<file path="src/rtl/lpc_host_if.sv">
// Request/response handshake and LPC pin bundle for the lpc_host initiator.
// master is the initiator side; slave is the requester plus peripheral side.
interface lpc_host_if;
  logic        req_valid;
  logic        req_ready;
  logic [3:0]  req_cyctype_dir;
  logic [31:0] req_addr;
  logic [7:0]  req_data;
  logic        resp_valid;
  logic [7:0]  resp_data;
  logic        resp_error;
  logic        resp_sync_timeout;
  logic [3:0]  lpc_ad_in;
  logic [3:0]  lpc_ad_out;
  logic        lpc_ad_oe;
  logic        lpc_frame;

  modport master (
    input  req_valid, req_cyctype_dir, req_addr, req_data, lpc_ad_in,
    output req_ready, resp_valid, resp_data, resp_error, resp_sync_timeout,
           lpc_ad_out, lpc_ad_oe, lpc_frame
  );

  modport slave (
    output req_valid, req_cyctype_dir, req_addr, req_data, lpc_ad_in,
    input  req_ready, resp_valid, resp_data, resp_error, resp_sync_timeout,
           lpc_ad_out, lpc_ad_oe, lpc_frame
  );
endinterface

</file>
<file path="src/rtl/lpc_host.sv">
// LPC bus initiator: serialises one I/O or memory request onto LAD and returns
// a one-cycle completion carrying read data and error/timeout status.
//
// state   | meaning
// IDLE    | ready for a request; completion pulse on the first cycle here
// START   | LFRAME# low, LAD 0000
// CYCTYPE | drive cycle type / direction nibble
// ADDR    | drive address nibbles, MSB first (4 for I/O, 8 for memory)
// WDATA   | drive write data, low nibble then high nibble
// TAR_H   | host turnaround: 1111 driven, then released
// SYNC    | wait for peripheral ready/error, bounded by the two timeouts
// RDATA   | sample read data, low nibble then high nibble
// TAR_P   | peripheral turnaround, LAD ignored
// ABORT   | LFRAME# low with LAD 1111 for 4 cycles after a timeout
module lpc_host #(
  parameter int SYNC_TIMEOUT = 8,
  parameter int LONG_TIMEOUT = 1024
) (
  input logic        clock,
  input logic        reset,
  lpc_host_if.master bus
);
  localparam int SW = (SYNC_TIMEOUT > 1) ? $clog2(SYNC_TIMEOUT) : 1;
  localparam int LW = (LONG_TIMEOUT > 1) ? $clog2(LONG_TIMEOUT) : 1;
  localparam logic [SW-1:0] SHORT_LOAD = SW'(SYNC_TIMEOUT - 1);
  localparam logic [LW-1:0] LONG_LOAD  = LW'(LONG_TIMEOUT - 1);

  localparam logic [3:0] IDLE    = 4'd0;
  localparam logic [3:0] START   = 4'd1;
  localparam logic [3:0] CYCTYPE = 4'd2;
  localparam logic [3:0] ADDR    = 4'd3;
  localparam logic [3:0] WDATA   = 4'd4;
  localparam logic [3:0] TAR_H   = 4'd5;
  localparam logic [3:0] SYNC    = 4'd6;
  localparam logic [3:0] RDATA   = 4'd7;
  localparam logic [3:0] TAR_P   = 4'd8;
  localparam logic [3:0] ABORT   = 4'd9;

  logic [3:0]    state, nxt_state;
  logic [2:0]    idx, nxt_idx;
  logic [SW-1:0] short_cnt, nxt_short;
  logic [LW-1:0] long_cnt, nxt_long;
  logic          err_flag, nxt_err;
  logic [7:0]    rdata, nxt_rdata;
  logic [3:0]    cyc_q;
  logic [31:0]   addr_q;
  logic [7:0]    wdata_q;
  logic          accept, bad_type, is_mem, is_write;
  logic          done, done_err, done_to;
  logic [7:0]    done_data;
  logic          nxt_frame, nxt_oe;
  logic [3:0]    nxt_ad;

  assign accept   = (state == IDLE) && bus.req_ready && bus.req_valid;
  assign bad_type = (bus.req_cyctype_dir[3:2] > 2'b01) || bus.req_cyctype_dir[0];
  assign is_mem   = cyc_q[2];
  assign is_write = cyc_q[1];

  always_comb begin
    nxt_state = state;
    nxt_idx   = idx;
    nxt_short = short_cnt;
    nxt_long  = long_cnt;
    nxt_err   = err_flag;
    nxt_rdata = rdata;
    done      = 1'b0;
    done_err  = 1'b0;
    done_to   = 1'b0;
    done_data = 8'h00;
    case (state)
      IDLE: begin
        if (accept) begin
          if (bad_type) begin
            done     = 1'b1;
            done_err = 1'b1;
          end else begin
            nxt_state = START;
          end
        end
      end
      START: begin
        nxt_state = CYCTYPE;
        nxt_err   = 1'b0;
        nxt_rdata = 8'h00;
      end
      CYCTYPE: begin
        nxt_state = ADDR;
        nxt_idx   = is_mem ? 3'd7 : 3'd3;
      end
      ADDR: begin
        if (idx == 3'd0) nxt_state = is_write ? WDATA : TAR_H;
        else             nxt_idx   = idx - 3'd1;
      end
      WDATA: begin
        if (idx == 3'd1) begin
          nxt_state = TAR_H;
          nxt_idx   = 3'd0;
        end else begin
          nxt_idx = 3'd1;
        end
      end
      TAR_H: begin
        if (idx == 3'd1) begin
          nxt_state = SYNC;
          nxt_short = SHORT_LOAD;
          nxt_long  = LONG_LOAD;
        end else begin
          nxt_idx = 3'd1;
        end
      end
      SYNC: begin
        case (bus.lpc_ad_in)
          4'b0000, 4'b1010: begin
            nxt_err   = err_flag | bus.lpc_ad_in[3];
            nxt_idx   = 3'd0;
            nxt_state = is_write ? TAR_P : RDATA;
          end
          4'b0110: begin
            nxt_short = SHORT_LOAD;
            if (long_cnt == '0) begin
              nxt_state = ABORT;
              nxt_idx   = 3'd0;
            end else begin
              nxt_long = long_cnt - LW'(1);
            end
          end
          default: begin
            nxt_long = LONG_LOAD;
            if (short_cnt == '0) begin
              nxt_state = ABORT;
              nxt_idx   = 3'd0;
            end else begin
              nxt_short = short_cnt - SW'(1);
            end
          end
        endcase
      end
      RDATA: begin
        if (idx == 3'd0) begin
          nxt_rdata[3:0] = bus.lpc_ad_in;
          nxt_idx        = 3'd1;
        end else begin
          nxt_rdata[7:4] = bus.lpc_ad_in;
          nxt_idx        = 3'd0;
          nxt_state      = TAR_P;
        end
      end
      TAR_P: begin
        if (idx == 3'd1) begin
          nxt_state = IDLE;
          done      = 1'b1;
          done_err  = err_flag;
          done_data = rdata;
        end else begin
          nxt_idx = 3'd1;
        end
      end
      ABORT: begin
        if (idx == 3'd3) begin
          nxt_state = IDLE;
          done      = 1'b1;
          done_to   = 1'b1;
        end else begin
          nxt_idx = idx + 3'd1;
        end
      end
      default: nxt_state = IDLE;
    endcase
  end

  // Pin values are decoded from the next state so they leave a flop.
  always_comb begin
    nxt_frame = 1'b1;
    nxt_oe    = 1'b0;
    nxt_ad    = 4'hF;
    case (nxt_state)
      START: begin
        nxt_frame = 1'b0;
        nxt_oe    = 1'b1;
        nxt_ad    = 4'h0;
      end
      CYCTYPE: begin
        nxt_oe = 1'b1;
        nxt_ad = cyc_q;
      end
      ADDR: begin
        nxt_oe = 1'b1;
        nxt_ad = addr_q[{nxt_idx, 2'b00} +: 4];
      end
      WDATA: begin
        nxt_oe = 1'b1;
        nxt_ad = nxt_idx[0] ? wdata_q[7:4] : wdata_q[3:0];
      end
      TAR_H:   nxt_oe = ~nxt_idx[0];
      ABORT: begin
        nxt_frame = 1'b0;
        nxt_oe    = 1'b1;
      end
      default: ;
    endcase
  end

  always_ff @(posedge clock) begin
    if (reset) begin
      state                 <= IDLE;
      idx                   <= 3'd0;
      short_cnt             <= SHORT_LOAD;
      long_cnt              <= LONG_LOAD;
      err_flag              <= 1'b0;
      rdata                 <= 8'h00;
      cyc_q                 <= 4'h0;
      addr_q                <= 32'h0;
      wdata_q               <= 8'h00;
      bus.req_ready         <= 1'b0;
      bus.resp_valid        <= 1'b0;
      bus.resp_data         <= 8'h00;
      bus.resp_error        <= 1'b0;
      bus.resp_sync_timeout <= 1'b0;
      bus.lpc_frame         <= 1'b1;
      bus.lpc_ad_oe         <= 1'b0;
      bus.lpc_ad_out        <= 4'hF;
    end else begin
      state     <= nxt_state;
      idx       <= nxt_idx;
      short_cnt <= nxt_short;
      long_cnt  <= nxt_long;
      err_flag  <= nxt_err;
      rdata     <= nxt_rdata;
      if (accept) begin
        cyc_q   <= bus.req_cyctype_dir;
        addr_q  <= bus.req_addr;
        wdata_q <= bus.req_data;
      end
      bus.req_ready  <= (nxt_state == IDLE);
      bus.resp_valid <= done;
      if (done) begin
        bus.resp_data         <= done_data;
        bus.resp_error        <= done_err;
        bus.resp_sync_timeout <= done_to;
      end
      bus.lpc_frame  <= nxt_frame;
      bus.lpc_ad_oe  <= nxt_oe;
      bus.lpc_ad_out <= nxt_ad;
    end
  end
endmodule

</file>
<file path="src/flat_wrapper.sv">
// flat-port wrapper written by rule: the top's interface ports become plain ports
module lpc_host_flat 
#(
  parameter int SYNC_TIMEOUT = 8,
  parameter int LONG_TIMEOUT = 1024
)
  (clock, reset, bus_req_valid, bus_req_cyctype_dir, bus_req_addr, bus_req_data, bus_lpc_ad_in, bus_req_ready, bus_resp_valid, bus_resp_data, bus_resp_error, bus_resp_sync_timeout, bus_lpc_ad_out, bus_lpc_ad_oe, bus_lpc_frame);
  lpc_host_if bus_i ();
  input logic clock;
  input logic reset;
  input wire logic [$bits(bus_i.req_valid)-1:0] bus_req_valid;
  input wire logic [$bits(bus_i.req_cyctype_dir)-1:0] bus_req_cyctype_dir;
  input wire logic [$bits(bus_i.req_addr)-1:0] bus_req_addr;
  input wire logic [$bits(bus_i.req_data)-1:0] bus_req_data;
  input wire logic [$bits(bus_i.lpc_ad_in)-1:0] bus_lpc_ad_in;
  output wire logic [$bits(bus_i.req_ready)-1:0] bus_req_ready;
  output wire logic [$bits(bus_i.resp_valid)-1:0] bus_resp_valid;
  output wire logic [$bits(bus_i.resp_data)-1:0] bus_resp_data;
  output wire logic [$bits(bus_i.resp_error)-1:0] bus_resp_error;
  output wire logic [$bits(bus_i.resp_sync_timeout)-1:0] bus_resp_sync_timeout;
  output wire logic [$bits(bus_i.lpc_ad_out)-1:0] bus_lpc_ad_out;
  output wire logic [$bits(bus_i.lpc_ad_oe)-1:0] bus_lpc_ad_oe;
  output wire logic [$bits(bus_i.lpc_frame)-1:0] bus_lpc_frame;
  assign bus_i.req_valid = bus_req_valid;
  assign bus_i.req_cyctype_dir = bus_req_cyctype_dir;
  assign bus_i.req_addr = bus_req_addr;
  assign bus_i.req_data = bus_req_data;
  assign bus_i.lpc_ad_in = bus_lpc_ad_in;
  assign bus_req_ready = bus_i.req_ready;
  assign bus_resp_valid = bus_i.resp_valid;
  assign bus_resp_data = bus_i.resp_data;
  assign bus_resp_error = bus_i.resp_error;
  assign bus_resp_sync_timeout = bus_i.resp_sync_timeout;
  assign bus_lpc_ad_out = bus_i.lpc_ad_out;
  assign bus_lpc_ad_oe = bus_i.lpc_ad_oe;
  assign bus_lpc_frame = bus_i.lpc_frame;
  lpc_host #(.SYNC_TIMEOUT(SYNC_TIMEOUT), .LONG_TIMEOUT(LONG_TIMEOUT)) u_core (.clock(clock), .reset(reset), .bus(bus_i));
endmodule
</file>
<file path="config.mk">
export PLATFORM = sky130hd
export DESIGN_NAME = lpc_host_flat
export DESIGN_NICKNAME = d
export VERILOG_FILES = /design/src/rtl/lpc_host_if.sv /design/src/rtl/lpc_host.sv /design/src/flat_wrapper.sv
export SDC_FILE = /design/constraint.sdc
export NUM_CORES = 1
export LEC_CHECK = 0
export ABC_AREA = 1
export BUFFER_PORTS_ARGS = -buffer_cell sky130_fd_sc_hd__buf_2
export CAP_MARGIN = 20
export CORE_MARGIN = 2
export CORE_UTILIZATION = 45
export CTS_CLUSTER_SIZE = 12
export DETAILED_ROUTE_END_ITERATION = 6
export PLACE_DENSITY = 0.68
export SLEW_MARGIN = 10
export SYNTH_ARGS = -nofsm -noshare
export SYNTH_HDL_FRONTEND = slang
export SYNTH_SLANG_ARGS = --single-unit
</file>
<file path="constraint.sdc">
create_clock -name clock -period 1.9 [get_ports clock]
set_input_delay 0.285 -clock clock [delete_from_list [all_inputs] [get_ports clock]]
set_output_delay 0.285 -clock clock [all_outputs]
set_load 0.03 [all_outputs]
</file>
* After elaboration in Yosys (flattened, before gate mapping)
Cells that the tools add are included.
** Storage, ports and cells
- Input bits :: 51
- Word-level logic and storage cells :: 124
- Flip-flop bits (word level) :: 91
- Output and inout port bits :: 18
** Operators by class
- Shift-type cells :: 1
- Order comparisons :: 1
- Multiplexer cells :: 51
- Equal/unequal tests :: 26
- Add/subtract/negate cells :: 4
- Bitwise gates (word level) :: 2
- Reduce and logical (&&, ||, !) cells :: 21
** Operator list (count)
- 4-bit two-way mux :: 14
- 10-bit case mux with 2 select lines :: 2
- 4-bit case mux with 10 select lines :: 1
- 32-bit by 6-bit indexed part select with 4-bit output :: 1
- 4-bit by 3-bit == test with 1-bit output (second input constant) :: 7
- 3-bit two-way mux :: 8
- 3-bit case mux with 7 select lines :: 1
- 10-bit two-way mux :: 2
- 3-bit case mux with 2 select lines :: 3
- 4-bit by 2-bit == test with 1-bit output (second input constant) :: 4
- 4-bit == test (second input constant) :: 4
- 8-bit two-way mux :: 2
- 4-bit case mux with 4 select lines :: 1
- 8-bit case mux with 2 select lines :: 1
- 4-bit zero test :: 3
- 1-bit two-way mux :: 11
- 10-bit zero test :: 1
- 10-bit by 1-bit subtractor with 10-bit output (second input constant) :: 1
- 4-bit by 1-bit == test with 1-bit output (second input constant) :: 2
- 4-bit case mux with 2 select lines :: 1
- 4-bit AND reduction :: 2
- 3-bit zero test :: 2
- 2-bit by 1-bit inequality test with 1-bit output (second input constant) :: 3
- 3-bit inequality test (second input constant) :: 2
- 16 further kinds :: 27

* Depth between registers and ports, before layout
- Depth after elaboration :: 8
- Gate-level depth with buffers :: 17
- Mapped depth without buffers :: 16

* Worst setup path after synthesis
No wires, ideal clock.
- Path type :: reg2reg
- Start point :: reg u_core.idx[0]
- End point :: reg u_core.bus.lpc_ad_out[0] (netlist bit)
- Library setup time :: 0.113 ns
- Stages on the path, launching flop included :: 16
- Slack :: -0.018 ns
- Path buffers :: 1
- Period minus slack after synthesis :: 1.918 ns
- Data arrival time :: 1.804 ns
- Data required time :: 1.787 ns
- Cell sequence :: dfxtp_1 inv_1 ha_1 nand2_2 inv_2 nand2_2 nand3_1 nor2_2 nand3_4 nand2_4 buf_6 nand2_1 nand3_1 nand3_1 nand3_1 nand2_1
** Between the ends
- Cells in the longest elaborated chain, start to end :: 5
- Elaborated cells between the ends (all ways) :: 28
- Those cells by class :: add/sub: 2; eq/ne: 6; shift: 1; mux: 18; reduce/logical: 1
** RTL lines
- from (decl) :: RTL line lpc_host.sv:40 : logic [2:0] idx, nxt_idx;
- from (signal assigned) :: RTL line lpc_host.sv:224 : idx <= nxt_idx;
- 3-bit by 1-bit adder with 3-bit output (tied with other cells) :: RTL line lpc_host.sv:164 : nxt_idx = idx + 3'd1;
- 3-bit two-way mux (tied with other cells) :: RTL line lpc_host.sv:159 : if (idx == 3'd3) begin
- 3-bit case mux with 7 select lines or 4-bit case mux with 10 select lines (tied branches) :: RTL line lpc_host.sv:70 : case (state)
- 32-bit by 6-bit indexed part select with 4-bit output (tied with other cells) :: RTL line lpc_host.sv:188 : nxt_ad = addr_q[{nxt_idx, 2'b00} +: 4];
- 4-bit case mux with 4 select lines * :: RTL line lpc_host.sv:176 : case (nxt_state)
- to (signal assigned) :: RTL line lpc_host.sv:243 : bus.lpc_ad_out <= nxt_ad;
- to (decl) :: RTL line lpc_host_if.sv:21 : lpc_ad_out, lpc_ad_oe, lpc_frame
Mark *: on every way between the ends. The rest lies on a longest branch, timed or not.
A chain may end at the register's enable or synchronous reset.

* Worst setup path after layout
- Start point :: reg u_core.short_cnt[0]
- End point :: reg u_core.bus.lpc_ad_oe
** Between the ends
- Cells in the longest elaborated chain, start to end :: 7
- Elaborated cells between the ends (all ways) :: 16
- Those cells by class :: eq/ne: 6; mux: 7; bitwise: 1; reduce/logical: 2
** RTL lines
- from (decl) :: RTL line lpc_host.sv:41 : logic [SW-1:0] short_cnt, nxt_short;
- from (signal assigned) :: RTL line lpc_host.sv:225 : short_cnt <= nxt_short;
- 3-bit zero test * :: RTL line lpc_host.sv:129 : if (short_cnt == '0) begin
- 4-bit two-way mux :: RTL line lpc_host.sv:129
- 4-bit case mux with 2 select lines :: RTL line lpc_host.sv:112 : case (bus.lpc_ad_in)
- 4-bit case mux with 10 select lines :: RTL line lpc_host.sv:70
- 4-bit == test (tied with other cells) :: RTL line lpc_host.sv:176
- 5-bit OR reduction (no source line)
- 1-bit case mux with 2 select lines * :: RTL line lpc_host.sv:176
- to (signal assigned) :: RTL line lpc_host.sv:242 : bus.lpc_ad_oe <= nxt_oe;
- to (decl) :: RTL line lpc_host_if.sv:21
Marked as above.

==> impl_metrics.json <==
{
  "status": "finished, violations left",
  "syn-cell-area_um2": 4447,
  "holdBufCountCts": 0,
  "r2r_slack_ps": -140,
  "setup_viol": 7,
  "dp.final_hpwl_um": 8531,
  "hold_ws_ps": 129.6,
  "fin_cells": 927,
  "async_flop_share": 0,
  "dr.pass1.iters": 5,
  "hold_viol": 0,
  "cts_sinks": 91,
  "hold_depth": 3,
  "antenna_found_initial": 0,
  "place.gp.congestion": 0.9458,
  "period_minus_slack_ps": 2044,
  "vias": 4720,
  "postLayoutCoreUtil": 0.6342,
  "via_per_inst": 5.092,
  "drv_cap": 0,
  "clockBufferDepth": 2,
  "placedCellCount": 892,
  "grt-ovfl-total": 0,
  "hold_start": "bus_req_addr[13]",
  "avgSynthCellArea_um2": 6.831,
  "slowest_delay_ps": 340,
  "route.met3.wl_um": 526,
  "rsz0062_at_grt": "yes",
  "syn_nets": 709,
  "violations": "negative setup slack",
  "drcViolationCount": 0,
  "vdd_drop_max_mv": 0.4744,
  "r2r_end": "u_core.bus.lpc_ad_oe",
  "grt_first_pass_wirelength_um": 20000,
  "cp.arrival_ps": 2310,
  "dieArea_um2": 10690,
  "portBuffers": 68,
  "endpoint_kind": "flip-flop",
  "core_um2": 9684,
  "grtUsageTotal": 0.2404,
  "syn_inst": 651,
  "num-fill-cells": 887,
  "cts-root-buf": "clkbuf_8",
  "synth.yosys.seq_area_share": 0.4097,
  "pre_cts_slack_ps": -235.7,
  "drt-wirelength-per-cell_um": 13.69,
  "cp_common_cell": "buf_4",
  "cp_data_required_time_ps": 2160,
  "p_leak_nw": 2.849,
  "synth.ff_latch_count": 91,
  "worst_pin_slew_ps": 382.6,
  "n_antenna_cell": 0,
  "clock_skew_ps": 11.34,
  "period_share": 1.076,
  "hold_path_end": "u_core.addr_q[13]",
  "critPathMaxFanout": 3,
  "yosys_warnings": 0,
  "hold_path_class": "primary input to flip-flop",
  "synth-edff-count": 0,
  "drtIter0Drc": 143,
  "wl_met1_um": 5443,
  "maxUsedRoutingLayer": "met4",
  "power_density_nw_per_um2": 718.7,
  "cp_cell_sequence": "inv_2, ha_4, ha_4, nand3b_1, nand2_1, inv_2, buf_4, a21oi_2, buf_4, buf_4, nor3_2, o21ai_1, nand2_1",
  "ios": 69,
  "critical_path_class": "flip-flop to flip-flop",
  "tritoncts": "yes",
  "cp_slowest_cell": "dfxtp_2",
  "area_growth_pct": 38.13,
  "final_nets": 847,
  "drive_gt1_frac": 0.3539,
  "max_slew_margin": 0.7447,
  "clock_latency_ps": 370,
  "cts_max_level": 3,
  "fp-row-count": 36,
  "rr_worst_depth": 13,
  "grt_max_degree": 55,
  "max_freq_mhz": 489.3,
  "die_x_um": 103.4,
  "synth_ff_type": "dfxtp_1",
  "start_kind": "flip-flop",
  "wirelength_um": 12690,
  "grt_pass1_vias": 4351,
  "cts-buffers-inserted": 9,
  "final_antenna_net_count": 0,
  "die_h_um": 103.4,
  "wl_met2_um": 6362,
  "setup_ws_ps": -143.6,
  "ys_types": 37,
  "r2r_start": "u_core.short_cnt[0]",
  "final_max_slew_viol_count": 0,
  "start_util": 0.4592,
  "path_clk_slew_ps": 90
}
## cell usage after synthesis (3+ instances only)
cell	count	area, um^2
a21oi_1	49	245.2
buf_2	3	15.01
clkbuf_1	16	60.06
dfxtp_1	91	1822
ha_1	7	87.58
inv_1	68	255.2
inv_2	7	26.28
nand2_1	140	525.5
nand2_2	10	62.56
nand3_1	62	310.3
nand3b_1	8	60.06
nor2_1	81	304.0
nor2_2	8	50.05
nor3_1	4	20.02
nor4_1	3	18.77
o211ai_1	3	22.52
o21ai_0	61	305.3
o21ai_1	5	25.02
## how the worst max path moves through the flow
stage / from / to / slack (ps) / cells after the start
finish: u_core.short_cnt[0] / u_core.bus.lpc_ad_oe / -140 / 13
global placement: u_core.idx[1] / u_core.bus.lpc_ad_out[2] / -210 / 16
CTS: u_core.long_cnt[0] / u_core.bus.lpc_ad_out[2] / -50 / 16
detailed placement: u_core.idx[1] / u_core.long_cnt[7] / -240 / 12
floorplan: u_core.idx[0] / u_core.bus.lpc_ad_out[0] / 10 / 15
global route: u_core.short_cnt[0] / u_core.bus.lpc_ad_oe / -220 / 13
## per-layer routing
metal | global-route usage | up-vias
li1 | - | 2390
met1 | 0.2902 | 2179
met2 | 0.4203 | 120
met3 | 0.03629 | 31
met4 | 0.1103 | 0
met5 | 0 | -
## where the power goes
group,switching (mW),internal (mW)
sequential,0.0734,2.05
combinational,0.651,0.397
clock,0.687,0.551
total,1.41,3.00
## flip-flops by register name, indices dropped and copies added, names as in the netlist, 4 cells and up
register / cells
u_core.rdata: 8
u_core.long_cnt: 10
u_core.cyc_q: 4
u_core.bus.resp_data: 8
u_core.state: 4
u_core.wdata_q: 8
u_core.addr_q: 32
u_core.bus.lpc_ad_out: 4
## critical path: cells and delay by family, from the launching register on
kind | cells | cell delay (ps)
AO/OA/AOI/OAI | 2 | 340
adder cells (fa/ha/maj) | 2 | 300
buffers and inverters | 5 | 500
flip-flops | 1 | 340
AND/OR/NAND/NOR | 4 | 460
## timing repair
action	in CTS	in global routing
gates cloned	4	1
endpoints found under the setup margin	27	32
pin swaps	43	24
hold endpoints to repair	0	0
buffers inserted	9	5
resized for setup	89	48
## stage by stage
stage          total power, mW  instance area, um^2  TNS, ps
6_report                 4.414                 6142   -608.3
5_1_grt                  4.655                 6142    -1629
4_1_cts                  4.390                 5937   -196.4
3_5_place_dp             3.037                 5333    -3576
3_3_place_gp             3.020                 5333    -1279
2_1_floorplan            2.748                 4447        0
## placed cells by master, fill, tap and decap left out, types with 3 or more instances in the layout
cell	instances
o211ai_1	3
inv_2	15
a21oi_1	48
o21ai_2	3
nand3_4	4
ha_4	6
nand2_4	10
inv_4	4
o21ai_0	50
nor2_4	13
dfxtp_2	6
nor2_1	72
nand3b_1	8
inv_1	55
dfxtp_4	5
nor2_2	6
nand3_1	49
nand2_2	24
dfxtp_1	80
nand3_2	11
nor3_2	3
o21ai_1	13
buf_2	68
clkbuf_8	11
nand2_1	120
buf_4	72
## area by class of cell
type,count,area [um^2],area share
repair buffers,145,965.9,0.1573
well taps,133,166.4,0.02709
clock inverters,3,21.27,0.003463
flip-flops and latches,91,1848,0.3009
clock buffers,13,158.9,0.02587
inverters,77,302.8,0.04930
multi-input cells,464,2674,0.4353
repair inverters,1,5.005,0.0008148
## cell families after synthesis
family,count (synthesis),synth area share
xor gates and xnor gates,2,0.003940
buffers and inverters,99,0.08863
AOI/OAI and AO/OA,125,0.1486
adders and majority gates,7,0.01970
DFF,91,0.4097
and+or+nand+nor,327,0.3295
No activity file was read; power rests on OpenSTA's default activity.
